<file path="src/rtl/cas_mag_cmp_pkg.sv">
// rtl/cas_mag_cmp_pkg.sv - shared types for the cascadable magnitude comparator
package cas_mag_cmp_pkg;

  // Upper bound on WIDTH that a single stage is intended to support.
  localparam int unsigned CMP_WIDTH_MAX = 64;

  // One comparison result. In steady state exactly one field is set; the
  // all-zero value appears only as the registered reset state.
  typedef struct packed {
    logic ab;  // A greater
    logic eq;  // equal
    logic ba;  // B greater
  } cmp_res_t;

  localparam cmp_res_t CMP_RES_RESET = '{ab: 1'b0, eq: 1'b0, ba: 1'b0};

  // Build a result from the two cascade-style flags. EQ is defined as
  // "neither side greater", so the result is one-hot whenever ab/ba are
  // mutually exclusive.
  function automatic cmp_res_t cmp_res_from_flags(input logic ab, input logic ba);
    cmp_res_t r;
    r.ab = ab;
    r.ba = ba;
    r.eq = ~ab & ~ba;
    return r;
  endfunction

endpackage

</file>
<file path="src/rtl/cas_mag_cmp_bit.sv">
// rtl/cas_mag_cmp_bit.sv - one-bit cascadable magnitude compare cell
//
// Ports:
//   A, B     operand bits at this position
//   ABI, BAI cascade in from the more-significant position
//   AB, BA   cascade out: A greater / B greater so far
//
// A decision made at a more-significant position always wins. ABI has
// priority over BAI so the illegal ABI=BAI=1 input still yields a one-hot
// result (AB=1).
module cas_mag_cmp_bit (
  input  logic A,
  input  logic B,
  input  logic ABI,
  input  logic BAI,
  output logic AB,
  output logic BA
);

  assign AB = ABI | (~BAI & A & ~B);
  assign BA = ~ABI & (BAI | (~A & B));

endmodule

</file>
<file path="src/rtl/cas_mag_cmp.sv">
// rtl/cas_mag_cmp.sv - WIDTH-bit cascadable magnitude comparator with registered copy
//
// Parameters:
//   WIDTH  operand bits compared by this stage (1..64)
//
// Ports:
//   clk            rising-edge clock for the registered result
//   rst            asynchronous active-high reset of the registered result
//   A, B           operand slices, MSB most significant
//   ABI, BAI       cascade in from the more-significant stage
//   AB, EQ, BA     combinational result including cascade (one-hot)
//   AB_q,EQ_q,BA_q registered copy of AB/EQ/BA, all zero while in reset
//
// The compare path is a ripple of bit cells from MSB to LSB with no state,
// so stages can be chained by feeding AB/BA into the next stage's ABI/BAI.
module cas_mag_cmp
  import cas_mag_cmp_pkg::*;
#(
  parameter int unsigned WIDTH = 1
) (
  input  logic             clk,
  input  logic             rst,
  input  logic [WIDTH-1:0] A,
  input  logic [WIDTH-1:0] B,
  input  logic             ABI,
  input  logic             BAI,
  output logic             AB,
  output logic             EQ,
  output logic             BA,
  output logic             AB_q,
  output logic             EQ_q,
  output logic             BA_q
);

  // ab_chain[i+1]/ba_chain[i+1] enter the cell at bit i; index WIDTH is the
  // external cascade input and index 0 is the final decision after the LSB.
  logic [WIDTH:0] ab_chain;
  logic [WIDTH:0] ba_chain;

  assign ab_chain[WIDTH] = ABI;
  assign ba_chain[WIDTH] = BAI;

  for (genvar i = WIDTH - 1; i >= 0; i--) begin : g_bit
    cas_mag_cmp_bit u_bit (
      .A   (A[i]),
      .B   (B[i]),
      .ABI (ab_chain[i+1]),
      .BAI (ba_chain[i+1]),
      .AB  (ab_chain[i]),
      .BA  (ba_chain[i])
    );
  end

  cmp_res_t res_d;
  cmp_res_t res_q;

  assign res_d = cmp_res_from_flags(ab_chain[0], ba_chain[0]);

  assign AB = res_d.ab;
  assign EQ = res_d.eq;
  assign BA = res_d.ba;

  always_ff @(posedge clk or posedge rst) begin
    if (rst) begin
      res_q <= CMP_RES_RESET;
    end else begin
      res_q <= res_d;
    end
  end

  assign AB_q = res_q.ab;
  assign EQ_q = res_q.eq;
  assign BA_q = res_q.ba;

endmodule

</file>
<file path="config.mk">
export PLATFORM = sky130hd
export DESIGN_NAME = cas_mag_cmp
export DESIGN_NICKNAME = d
export VERILOG_FILES = /design/src/rtl/cas_mag_cmp_pkg.sv /design/src/rtl/cas_mag_cmp_bit.sv /design/src/rtl/cas_mag_cmp.sv
export SDC_FILE = /design/constraint.sdc
export NUM_CORES = 1
export LEC_CHECK = 0
export BUFFER_PORTS_ARGS = -buffer_cell sky130_fd_sc_hd__buf_2
export CORE_AREA = 4 4 41 43
export CTS_CLUSTER_DIAMETER = 100
export CTS_CLUSTER_SIZE = 8
export DETAILED_ROUTE_END_ITERATION = 16
export DIE_AREA = 0 0 45 47
export PLACE_DENSITY_LB_ADDON = 0.08
export SLEW_MARGIN = 10
export SYNTH_ARGS = -nofsm -noshare
export SYNTH_HDL_FRONTEND = slang
export SYNTH_SLANG_ARGS = --single-unit
</file>
<file path="constraint.sdc">
create_clock -name clk -period 1.1 [get_ports clk]
set_clock_uncertainty 0.2 [all_clocks]
set_input_delay 0.22 -clock clk [delete_from_list [all_inputs] [get_ports clk]]
set_output_delay 0.22 -clock clk [all_outputs]
set_load 0.01 [all_outputs]
</file>
Word-level counts from Yosys, hierarchy flattened:

Index checks and enable logic that the tools add are counted.

* memory bits (read-only): 0
* logic and storage cells: 16
* bits in registers: 3
* output and inout port bits: 6
* input port bits: 6
* memories kept: 0
* bits in latches: 0
* memory bits (writable): 0

* muxes and demuxes: 0
* add/subtract/negate cells: 0
* shift-type cells: 0
* multiply operators: 0
* reduce and logical (&&, ||, !) cells: 0
* equality and inequality tests: 0
* divide/modulo/power cells: 0
* magnitude comparators: 0
* bitwise logic cells: 13

Operator list (count)
* NOT 1 bit: 6
* bitwise AND 1 bit: 5
* bitwise OR 1 bit: 2

Logic depth before layout (Yosys ltp):

* depth in word-level cells: 6
* gate-level depth with buffers: 2
* mapped depth without buffers: 2

Hierarchy:

Synthesis repeated with hierarchy kept, for this count alone.

* cells, all modules: 10
* area, all modules: 113.9 um^2

By module, submodules not included
* cas_mag_cmp: sequential area each 75.1 um^2, instances 1, area each 82.6 um^2, cells each 5
* cas_mag_cmp_bit: sequential area each 0.0 um^2, instances 1, area each 31.3 um^2, cells each 5

Worst setup path before layout:

No wires, ideal clock.

* path type: input to output
* from: in A
* to: out EQ
* buffers on the path: 0
* arrival time: 0.562 ns
* slack: 0.118 ns
* stages on the path: 2
* required time: 0.680 ns
* path through: xor2_1 nor3_2

* longest elaborated chain between the ends: 6
* elaborated cells on any way between the ends: 10
* those cells by class: 10 x bitwise

Ends and longest elaborated chain
* start, declared: line cas_mag_cmp.sv:23 `input logic [WIDTH-1:0] A,`
* NOT 1 bit: line cas_mag_cmp_bit.sv:21 `assign BA = ~ABI & (BAI | (~A & B));`
* bitwise AND 1 bit: line cas_mag_cmp_bit.sv:21
* bitwise OR 1 bit: line cas_mag_cmp_bit.sv:21
* bitwise AND 1 bit: line cas_mag_cmp_bit.sv:21
* NOT 1 bit: line cas_mag_cmp_pkg.sv:24 `r.eq = ~ab & ~ba;`
* bitwise AND 1 bit *: line cas_mag_cmp_pkg.sv:24
* end, declared: line cas_mag_cmp.sv:28 `output logic EQ,`

Every way passes the cells marked *; elsewhere a longest branch is shown, timed or not.

Worst setup path after layout:

Same ends and word-level chain as after synthesis.

==> impl_metrics.ini <==
[sta]
fmax_ghz = 0.836
slew_headroom = 0.882
tns_ns = -0.231
whs_ns = 0.0816
worst_pin_slew_ns = 0.176
finalCritPeriodShare = 1.09
maxSlewViolCount = 0
layout_min_cycle_time_ns = 1.20
setup_viol = 5
setup_ws_ns = -0.0959
hold_violations = 0
rsz0062_at_grt = true

[clocking]
ctsLongestPathBuffers = 2
htreeDepth = 1
cts_tree = built
clk_pin_slew_ns = 0.04
cts_sinks = 3
clockRootBuffer = clkbuf_4
cts_buffers = 3

[worst_setup_path]
critPathLaunchType = input pin
worstPathCellList = buf_6, xor2_1, nor3_2, buf_2
endpoint_kind = primary output
crit_type = in2out
max_stage_delay_ns = 0.16
crit_required_ns = 0.68
cp_slowest_cell = buf_2
cp_data_arrival_time_ns = 0.78
startpoint = A
crit_path_max_fanout = 3

[hold_path]
min_from = BAI
hp-class = in2reg

[drt]
detail_route.first_pass.iterations = 1
drc = 0
antenna_left = 0
wirelength_um = 378
wl_per_cell_um = 8.04
drt_iter0_drc = 0
via_count = 162
vias_per_cell = 3.45

[placed_design]
dpl.cell_count = 40
io_buffer_count = 11
gp_congestion = 0.634
hpwl_um = 321

[yosys]
synth-simple-area-share = 0.157
synthAdderAreaFrac = 0
synth_xor_xnor_area_share = 0.0686
synth_top_family_by_area = simple AND/OR/NAND/NOR gates
ys_ff_latch = 3
ys_warn_count = 0
synth_area_leaders = dfrtp_1 (59%), nor3_2 (7.8%), a21oi_2 (6.9%)
synth_top_area_cell = dfrtp_1
synth_top_area_frac = 0.588
syn_inst = 11
yosysSeqAreaShare = 0.588
synth_area_um2 = 128
syn_area_per_cell_um2 = 11.6
synth-compound-area-share = 0.127
synth_fp_nets = 17
synth_cell_type_count = 8
synthMuxAreaShare = 0

[power_and_ir_drop]
sw_frac_of_total = 0.225
netSwitchingPower_mw = 0.0868
powerDensity_mw_per_mm2 = 1280
combPwrFrac = 0.202
clockPowerShare = 0.489
ir_drop_v = 0.000247
p_leak_nw = 0.164
p_seq_frac = 0.309
p_int_mw = 0.298

[die]
dieWidth_um = 45
fp.dieArea_mm2 = 0.00212
std_cell_rows = 13
die_h_um = 47
core_mm2 = 0.00130
initial_core_util = 0.0981
ios = 12

[global_route]
overflow = 0
grt_pass1_vias = 195
grt.total_usage = 0.0491
grt_pass1_wl_um = 607
grt_max_degree = 4
antenna_found_initial = 0

[final_layout]
final_cell_count_no_fill = 47
diodes = 0
nets = 39
area_growth_pct = 136
drive_gt1_frac = 0.688

[outcome]
violations = setup timing
outcome = finished with violations

[job]
cap_violations = 0
-- per-stage QoR --
step | utilization | worst slack (ns) | area [µm²] | power (mW)
detailed placement | 0.172 | -0.125 | 224 | 0.181
global placement | 0.172 | -0.123 | 224 | 0.180
global route | 0.232 | -0.125 | 302 | 0.404
finish | 0.232 | -0.0959 | 302 | 0.385
CTS | 0.226 | -0.104 | 294 | 0.395
floorplan | - | 0.118 | 128 | 0.143
-- routing by layer --
layer  track usage  wire (µm)
met5             0          0
met4         0.123         27
met3       0.00383         46
met2        0.0791        200
met1        0.0275        104
-- layout make-up --
cell class / instances / area, µm²
fillers: 154 / 1000
repair buffers: 17 / 121
flip-flops and latches: 3 / 75.1
multi-input cells: 6 / 52.6
clock buffers: 4 / 26.3
well taps: 15 / 18.8
inverters: 2 / 7.51
-- placed cells by master (no fill, tap or decap), drive strengths merged --
cell type and instances:
buf 16, xor2 1, inv 2, a21o 1
dfrtp 3, a21oi 1, dlygate4sd3 1, nor3 1
nand2b 1, nor2 1, clkbuf 4
-- registers in the layout (all words and copies together), names as in the netlist --
signal  flops
AB_q        1
BA_q        1
EQ_q        1
-- power groups by stage --
stage	Sequential, mW	Combinational, mW	Clock [mW]
floorplan	0.124	0.0185	0
global placement	0.120	0.0600	0
detailed placement	0.121	0.0605	0
CTS	0.119	0.0763	0.200
global route	0.120	0.0849	0.199
finish	0.119	0.0779	0.188
-- repair_timing --
action | CTS | global route
setup buffers | 2 | 0
pin swaps | 3 | 0
hold buffers | 1 | 0
endpoints found under the hold margin | 3 | 0
endpoints found under the setup margin | 6 | 6
resized for setup | 3 | 2
-- cell families (layout without fill, tap and decap cells) --
group                     after synthesis  after routing
DFF                                     3              3
and+or+nand+nor                         3              3
AOI/OAI and AO/OA                       2              2
buffers and inverters                   2             23
xor gates and xnor gates                1              1
-- cells in the mapped netlist, drive strengths merged --
cell / number
a21o: 1
a21oi: 1
dfrtp: 3
inv: 2
nand2b: 1
nor2: 1
nor3: 1
xor2: 1
-- critical path: cells and delay by family --
kind,cells,cell delay (ns)
buffers and inverters,2,0.25
and+or+nand+nor,1,0.14
xor gates and xnor gates,1,0.15
-- final timing paths --
check | endpoint | slack, ns | cells past startpoint
min in group asynchronous | AB_q | 0.20 | 3
hold / removal | EQ_q | 0.08 | 3
max in group asynchronous | BA_q | 0.38 | 3
setup / recovery | EQ | -0.1 | 4
Power figures use the tool's default switching activity.
